<file path="src/rtl/logger_frame_decoder_pkg.sv">
// Shared record layout, flag positions and FSM encoding for the IAGC log frame decoder.
// Each 7-byte record is little-endian: ref, err, quotient, fractional, then the flag byte.
package iagc_log_pkg;
  localparam int LOG_FRAME_BYTES = 7;

  localparam logic [2:0] LOG_B_REF_LO     = 3'd0;
  localparam logic [2:0] LOG_B_REF_HI     = 3'd1;
  localparam logic [2:0] LOG_B_ERR_LO     = 3'd2;
  localparam logic [2:0] LOG_B_ERR_HI     = 3'd3;
  localparam logic [2:0] LOG_B_QUOTIENT   = 3'd4;
  localparam logic [2:0] LOG_B_FRACTIONAL = 3'd5;
  localparam logic [2:0] LOG_B_FLAGS      = 3'd6;

  localparam int LOG_FLAG_ONPHASE = 0;
  localparam int LOG_FLAG_WDVALID = 1;

  typedef enum logic {
    LOG_ST_IDLE    = 1'b0,
    LOG_ST_COLLECT = 1'b1
  } log_state_e;

  // Upper six bits of the flag byte are reserved and must be zero.
  function automatic logic log_flags_ok(input logic [7:0] i_flags);
    return i_flags[7:2] == 6'd0;
  endfunction
endpackage

</file>
<file path="src/rtl/logger_frame_decoder_if.sv">
// Byte-in / decoded-record-out bundle between uart_rx, the frame decoder and its consumer.
// Counter fields exist only when LOGGER_FRAME_COUNTERS_EN is defined.
interface logger_frame_decoder_if #(
  parameter int AMPLITUDE_DATA_SIZE = 16,
  parameter int UART_DATA_SIZE      = 8
);
  logic                           i_rxValid;
  logic [UART_DATA_SIZE-1:0]      i_rxData;
  logic [AMPLITUDE_DATA_SIZE-1:0] o_referenceAmplitude;
  logic [AMPLITUDE_DATA_SIZE-1:0] o_errorAmplitude;
  logic [UART_DATA_SIZE-1:0]      o_quotient;
  logic [UART_DATA_SIZE-1:0]      o_fractional;
  logic                           o_onPhase;
  logic                           o_wdValid;
  logic                           o_frameValid;
  logic                           o_frameError;
`ifdef LOGGER_FRAME_COUNTERS_EN
  logic [15:0]                    o_goodCount;
  logic [15:0]                    o_errorCount;
`endif

  modport master (
    output i_rxValid, i_rxData,
    input  o_referenceAmplitude, o_errorAmplitude, o_quotient, o_fractional,
    input  o_onPhase, o_wdValid, o_frameValid, o_frameError
`ifdef LOGGER_FRAME_COUNTERS_EN
    , input o_goodCount, o_errorCount
`endif
  );

  modport slave (
    input  i_rxValid, i_rxData,
    output o_referenceAmplitude, o_errorAmplitude, o_quotient, o_fractional,
    output o_onPhase, o_wdValid, o_frameValid, o_frameError
`ifdef LOGGER_FRAME_COUNTERS_EN
    , output o_goodCount, o_errorCount
`endif
  );
endinterface

</file>
<file path="src/rtl/log_gap_timer.sv">
// Inter-byte silence timer: counts while running, clears on each byte, saturates at the last count.
// o_expired is combinational from the count so the abort lands on the same cycle as the limit.
module log_gap_timer #(
  parameter int GAP_TIMEOUT_CYCLES = 250000
) (
  input  logic i_clock,
  input  logic i_nReset,
  input  logic i_run,
  input  logic i_clear,
  output logic o_expired
);
  localparam int W = (GAP_TIMEOUT_CYCLES > 2) ? $clog2(GAP_TIMEOUT_CYCLES) : 1;
  localparam logic [W-1:0] LAST = W'(GAP_TIMEOUT_CYCLES - 1);

  logic [W-1:0] r_count;

  always_ff @(posedge i_clock or negedge i_nReset) begin
    if (!i_nReset) begin
      r_count <= '0;
    end else if (!i_run || i_clear) begin
      r_count <= '0;
    end else if (r_count != LAST) begin
      r_count <= r_count + W'(1);
    end
  end

  assign o_expired = i_run && (r_count == LAST);
endmodule

</file>
<file path="src/rtl/logger_frame_decoder.sv">
// Reassembles 7-byte UART log records; outputs update together one cycle after the flag byte.
// Optional good/error counters under LOGGER_FRAME_COUNTERS_EN; no backpressure (bytes are never stalled).
module logger_frame_decoder
  import iagc_log_pkg::*;
#(
  parameter int AMPLITUDE_DATA_SIZE = 16,
  parameter int UART_DATA_SIZE      = 8,
  parameter int GAP_TIMEOUT_CYCLES  = 250000
) (
  input  logic                  i_clock,
  input  logic                  i_nReset,
  logger_frame_decoder_if.slave bus
);
  logic                           r_rxValidPrev;
  logic                           w_byteAccept;
  log_state_e                     r_state;
  log_state_e                     w_stateNext;
  logic [2:0]                     r_index;
  logic [UART_DATA_SIZE-1:0]      r_shadow [LOG_FRAME_BYTES-1];
  logic                           w_expired;
  logic                           w_commit;
  logic                           w_badFlags;
  logic                           w_timeout;
  logic [AMPLITUDE_DATA_SIZE-1:0] r_ref;
  logic [AMPLITUDE_DATA_SIZE-1:0] r_err;
  logic [UART_DATA_SIZE-1:0]      r_quotient;
  logic [UART_DATA_SIZE-1:0]      r_fractional;
  logic                           r_onPhase;
  logic                           r_wdValid;
  logic                           r_frameValid;
  logic                           r_frameError;

  // A level held high is one byte: only the rising edge is accepted.
  assign w_byteAccept = bus.i_rxValid && !r_rxValidPrev;

  log_gap_timer #(
    .GAP_TIMEOUT_CYCLES(GAP_TIMEOUT_CYCLES)
  ) u_gap_timer (
    .i_clock  (i_clock),
    .i_nReset (i_nReset),
    .i_run    (r_state == LOG_ST_COLLECT),
    .i_clear  (w_byteAccept),
    .o_expired(w_expired)
  );

  always_ff @(posedge i_clock or negedge i_nReset) begin
    if (!i_nReset) begin
      r_state <= LOG_ST_IDLE;
    end else begin
      r_state <= w_stateNext;
    end
  end

  always_comb begin
    w_stateNext = r_state;
    case (r_state)
      LOG_ST_IDLE: begin
        if (w_byteAccept) w_stateNext = LOG_ST_COLLECT;
      end
      LOG_ST_COLLECT: begin
        if (w_byteAccept && r_index == LOG_B_FLAGS) w_stateNext = LOG_ST_IDLE;
        else if (!w_byteAccept && w_expired)        w_stateNext = LOG_ST_IDLE;
      end
      default: w_stateNext = LOG_ST_IDLE;
    endcase
  end

  // A byte arriving on the expiry cycle wins over the timeout.
  always_comb begin
    w_commit   = 1'b0;
    w_badFlags = 1'b0;
    w_timeout  = 1'b0;
    if (r_state == LOG_ST_COLLECT) begin
      if (w_byteAccept && r_index == LOG_B_FLAGS) begin
        w_commit   = log_flags_ok(bus.i_rxData);
        w_badFlags = !log_flags_ok(bus.i_rxData);
      end
      w_timeout = !w_byteAccept && w_expired;
    end
  end

  always_ff @(posedge i_clock or negedge i_nReset) begin
    if (!i_nReset) begin
      r_rxValidPrev <= 1'b0;
      r_index       <= '0;
      for (int i = 0; i < LOG_FRAME_BYTES - 1; i++) r_shadow[i] <= '0;
    end else begin
      r_rxValidPrev <= bus.i_rxValid;
      if (w_stateNext == LOG_ST_IDLE) begin
        r_index <= '0;
      end else if (w_byteAccept) begin
        for (int i = 0; i < LOG_FRAME_BYTES - 1; i++) begin
          if (r_index == 3'(i)) r_shadow[i] <= bus.i_rxData;
        end
        r_index <= r_index + 3'd1;
      end
    end
  end

  always_ff @(posedge i_clock or negedge i_nReset) begin
    if (!i_nReset) begin
      r_ref        <= '0;
      r_err        <= '0;
      r_quotient   <= '0;
      r_fractional <= '0;
      r_onPhase    <= 1'b0;
      r_wdValid    <= 1'b0;
      r_frameValid <= 1'b0;
      r_frameError <= 1'b0;
    end else begin
      r_frameValid <= w_commit;
      r_frameError <= w_badFlags || w_timeout;
      if (w_commit) begin
        r_ref        <= {r_shadow[LOG_B_REF_HI], r_shadow[LOG_B_REF_LO]};
        r_err        <= {r_shadow[LOG_B_ERR_HI], r_shadow[LOG_B_ERR_LO]};
        r_quotient   <= r_shadow[LOG_B_QUOTIENT];
        r_fractional <= r_shadow[LOG_B_FRACTIONAL];
        r_onPhase    <= bus.i_rxData[LOG_FLAG_ONPHASE];
        r_wdValid    <= bus.i_rxData[LOG_FLAG_WDVALID];
      end
    end
  end

  assign bus.o_referenceAmplitude = r_ref;
  assign bus.o_errorAmplitude     = r_err;
  assign bus.o_quotient           = r_quotient;
  assign bus.o_fractional         = r_fractional;
  assign bus.o_onPhase            = r_onPhase;
  assign bus.o_wdValid            = r_wdValid;
  assign bus.o_frameValid         = r_frameValid;
  assign bus.o_frameError         = r_frameError;

`ifdef LOGGER_FRAME_COUNTERS_EN
  logic [15:0] r_goodCount;
  logic [15:0] r_errorCount;

  // Counts step on the same edge that raises the matching pulse.
  always_ff @(posedge i_clock or negedge i_nReset) begin
    if (!i_nReset) begin
      r_goodCount  <= '0;
      r_errorCount <= '0;
    end else begin
      if (w_commit)                r_goodCount  <= r_goodCount + 16'd1;
      if (w_badFlags || w_timeout) r_errorCount <= r_errorCount + 16'd1;
    end
  end

  assign bus.o_goodCount  = r_goodCount;
  assign bus.o_errorCount = r_errorCount;
`endif
endmodule

</file>
<file path="src/flat_wrapper.sv">
// flat-port wrapper written by rule: the top's interface ports become plain ports
module logger_frame_decoder_flat import iagc_log_pkg::*;
#(
  parameter int AMPLITUDE_DATA_SIZE = 16,
  parameter int UART_DATA_SIZE      = 8,
  parameter int GAP_TIMEOUT_CYCLES  = 250000
)
  (i_clock, i_nReset, bus_i_rxValid, bus_i_rxData, bus_o_referenceAmplitude, bus_o_errorAmplitude, bus_o_quotient, bus_o_fractional, bus_o_onPhase, bus_o_wdValid, bus_o_frameValid, bus_o_frameError);
  logger_frame_decoder_if #(.AMPLITUDE_DATA_SIZE(AMPLITUDE_DATA_SIZE), .UART_DATA_SIZE(UART_DATA_SIZE)) bus_i ();
  input  logic i_clock;
  input  logic i_nReset;
  input wire logic [$bits(bus_i.i_rxValid)-1:0] bus_i_rxValid;
  input wire logic [$bits(bus_i.i_rxData)-1:0] bus_i_rxData;
  output wire logic [$bits(bus_i.o_referenceAmplitude)-1:0] bus_o_referenceAmplitude;
  output wire logic [$bits(bus_i.o_errorAmplitude)-1:0] bus_o_errorAmplitude;
  output wire logic [$bits(bus_i.o_quotient)-1:0] bus_o_quotient;
  output wire logic [$bits(bus_i.o_fractional)-1:0] bus_o_fractional;
  output wire logic [$bits(bus_i.o_onPhase)-1:0] bus_o_onPhase;
  output wire logic [$bits(bus_i.o_wdValid)-1:0] bus_o_wdValid;
  output wire logic [$bits(bus_i.o_frameValid)-1:0] bus_o_frameValid;
  output wire logic [$bits(bus_i.o_frameError)-1:0] bus_o_frameError;
  assign bus_i.i_rxValid = bus_i_rxValid;
  assign bus_i.i_rxData = bus_i_rxData;
  assign bus_o_referenceAmplitude = bus_i.o_referenceAmplitude;
  assign bus_o_errorAmplitude = bus_i.o_errorAmplitude;
  assign bus_o_quotient = bus_i.o_quotient;
  assign bus_o_fractional = bus_i.o_fractional;
  assign bus_o_onPhase = bus_i.o_onPhase;
  assign bus_o_wdValid = bus_i.o_wdValid;
  assign bus_o_frameValid = bus_i.o_frameValid;
  assign bus_o_frameError = bus_i.o_frameError;
  logger_frame_decoder #(.AMPLITUDE_DATA_SIZE(AMPLITUDE_DATA_SIZE), .UART_DATA_SIZE(UART_DATA_SIZE), .GAP_TIMEOUT_CYCLES(GAP_TIMEOUT_CYCLES)) u_core (.i_clock(i_clock), .i_nReset(i_nReset), .bus(bus_i));
endmodule
</file>
<file path="config.mk">
export PLATFORM = sky130hd
export DESIGN_NAME = logger_frame_decoder_flat
export DESIGN_NICKNAME = d
export VERILOG_FILES = /design/src/rtl/logger_frame_decoder_pkg.sv /design/src/rtl/logger_frame_decoder_if.sv /design/src/rtl/log_gap_timer.sv /design/src/rtl/logger_frame_decoder.sv /design/src/flat_wrapper.sv
export SDC_FILE = /design/constraint.sdc
export NUM_CORES = 1
export LEC_CHECK = 0
export BUFFER_PORTS_ARGS = -buffer_cell sky130_fd_sc_hd__buf_2
export CORE_ASPECT_RATIO = 1.1
export CORE_MARGIN = 3
export CORE_UTILIZATION = 45
export DETAILED_ROUTE_END_ITERATION = 8
export PLACE_DENSITY_LB_ADDON = 0.08
export SYNTH_ARGS = -nofsm -noshare
export SYNTH_HDL_FRONTEND = slang
export SYNTH_SLANG_ARGS = --single-unit
</file>
<file path="constraint.sdc">
create_clock -name i_clock -period 2.1 [get_ports i_clock]
set_clock_uncertainty 0.05 [all_clocks]
set_input_delay 0.315 -clock i_clock [delete_from_list [all_inputs] [get_ports i_clock]]
set_output_delay 0.315 -clock i_clock [all_outputs]
set_load 0.01 [all_outputs]
</file>
==> reports/metrics.yaml <==
min_period_over_period: 0.924
grt_first_pass_wirelength_mm: 16.5
clockBufferDepth: 2
fin_crit_ns: 1.94
synth.area.top_cells: "dfrtp_1, mux2_2, ha_1"
r2r_slack_ns: 0.18
initial_utilization: 0.469
r2r-start: "u_core.r_index[0]$_DFFE_PN0P_"
crit_end: "u_core.r_shadow[2]$_DFFE_PN0P_"
rsz0062_at_grt: "no"
tightest_slew_ns: 0.603
synth_top_area_share: 0.620
tns_ns: 0
dpl_worst_slack_ns: 0.196
syn-mean-instance-area_um2: 14.2
timing.slew.headroom: 0.597
yosysSeqAreaShare: 0.620
grt_max_degree: 76
diodes: 0
cts-root-buf: "clkbuf_16"
crit_start: "bus_i_rxValid"
syn_area_mm2: 0.00496
hold_viol_final: 0
synth_edf_count: 0
fillers: 904
reg2regPathDepth: 7
required_ns: 2.33
synth-main-ff-cell: "dfrtp_1"
die_h_um: 116
maxClockFrequency_ghz: 0.515
core_mm2: 0.0106
yosys_warnings: 0
syn_inst: 350
wire_per_inst_um: 16.9
route.antenna.remaining_nets: 0
cts_tree: "done"
leakage_uw: 0.00310
drv_cap: 0
drive_above_1_share: 0.442
async_flop_share: 1.00
io_pins: 63
globalRouteOverflowTotal: 0
firstDrtPassIters: 4
yosysUniqueCellTypes: 37
htreeDepth: 4
dp_hpwl_mm: 6.50
post_cts_resized: 0
fp.dieArea_mm2: 0.0123
insertion_delay_ns: 0.40
die_x_um: 106
fin_cells: 586
grt_pass1_vias: 3109
whs_path_depth: 2
std_cell_rows: 39
drtIter0Drc: 128
path_class: "in2reg"
cts_setup_buffers: 0
cp-end-kind: "flip-flop"
slew_viol_final: 0
critical_path_arrival_ns: 2.17
clk_pin_slew_worst_paths_ns: 0.05
grtUsageTotal: 0.179
antenna_found_initial: 0
vdd_ir_drop_max_uv: 461
status: "finished clean"
dp_cells: 554
setup_violations: 0
timing.rr.end: "u_core.bus.o_fractional[3]$_DFFE_PN0P_"
viasPerCell: 5.17
cp-start-kind: "input port"
holdCritPathClass: "in2reg"
finalWirelength_mm: 9.92
ys_ff_latch: 123
post-route-drc-count: 0
synth.most_common_cell: "dfrtp_1"
cts.sinks: 123
numPortBuffers: 62
p_per_area_mw_per_mm2: 997
areaGrowthSynthToFinish_pct: 22.5
vias: 3029
synth_nets: 367
synth_largest_area_cell: "dfrtp_1"
cts_made_buffers: 17
synthTopCellsByCount: "dfrtp_1, mux2_2, nand2_1"
setup_ws_ns: 0.159
critPathMaxFanout: 8
routabilityCongestion: 0.819
fin_nets: 449
## metrics by stage
step	hold slack, ns	cell area, µm²	util	power, µW
after floorplan	-0.0306	4960	-	3180
after detailed placement	0.162	5500	0.520	3380
after CTS	0.245	6080	0.574	6150
after global routing	0.254	6080	0.574	6360
after global placement	0.157	5500	0.520	3350
final	0.245	6080	0.574	6060
## critical path, cell delays in order
cell	delay, ns
dlygate4sd3_1	0.52
buf_2	0.12
nor2b_1	0.35
nand4_1	0.44
mux2_2	0.42
## layer usage
layer | track usage | wire [µm] | vias up
met5 | 0 | 0 | -
met4 | 0.0717 | 173 | 0
met3 | 0.0481 | 363 | 12
met2 | 0.289 | 4800 | 56
met1 | 0.231 | 4580 | 1540
li1 | - | - | 1421
## layout make-up
type                    instances  area, µm²  share of cell area
flip-flops and latches        123       3080               0.506
repair buffers                 74        433              0.0712
clock inverters                 9       97.6              0.0160
well taps                     143        179              0.0294
inverters                       4       15.0             0.00247
clock buffers                  21        460              0.0757
multi-input cells             212       1820               0.299
## power by group
group | internal [µW] | leakage (µW) | switching, µW
logic | 275 | 0.00117 | 208
registers | 2690 | 0.00165 | 159
clock network | 1780 | 0.000278 | 956
## flip-flops by register name, indices dropped and copies added, names as in the netlist
signal and flops:
u_core.r_shadow 48, u_core.r_index 3, u_core.u_gap_timer.r_count 18, u_core.r_state 1, u_core.bus.o_fractional 8, u_core.bus.o_onPhase 1, u_core.bus.o_quotient 8, u_core.bus.o_frameValid 1
u_core.bus.o_frameError 1, u_core.bus.o_wdValid 1, u_core.r_rxValidPrev 1, u_core.bus.o_errorAmplitude 16, u_core.bus.o_referenceAmplitude 16
## cells by family (layout without fill, tap and decap cells)
kind of cell,Yosys count,in the layout,synth area share
flops,123,123,0.620
compound gates,23,23,0.0277
mux,98,98,0.222
simple gates,76,76,0.0854
fa+ha+maj,6,6,0.0151
xor+xnor,9,9,0.0159
buf+inv,15,108,0.0136
## repair_timing
| action | in CTS | in global routing |
|---|---|---|
| setup endpoints to repair | 0 | 0 |
| hold buffers | 2 | 0 |
| endpoints found under the hold margin | 18 | 0 |
## how the worst min path moves through the flow
stage,from,to,slack (ns)
after floorplan,i_nReset,u_core.bus.o_errorAmplitude[0]$_DFFE_PN0P_,-0.03
after global placement,i_nReset,u_core.r_shadow[9]$_DFFE_PN0P_,0.16
after detailed placement,i_nReset,u_core.r_shadow[9]$_DFFE_PN0P_,0.16
after CTS,bus_i_rxData[5],u_core.r_shadow[29]$_DFFE_PN0P_,0.24
after global routing,bus_i_rxData[5],u_core.r_shadow[37]$_DFFE_PN0P_,0.25
final,bus_i_rxData[5],u_core.r_shadow[29]$_DFFE_PN0P_,0.25
## layout by cell type (no fill, tap or decap), types with 4 or more instances in the layout
cell	count
xor2_1	7
clkinv_2	6
o21ai_0	7
mux2_2	93
and3_1	6
inv_1	4
buf_2	61
nand3_1	12
nand2_1	14
dfrtp_1	123
mux2_1	5
buf_4	9
nor2_1	13
nand4_1	8
ha_1	6
a21oi_1	7
clkbuf_16	17
Note: power is estimated with default switching activity, not from simulation.
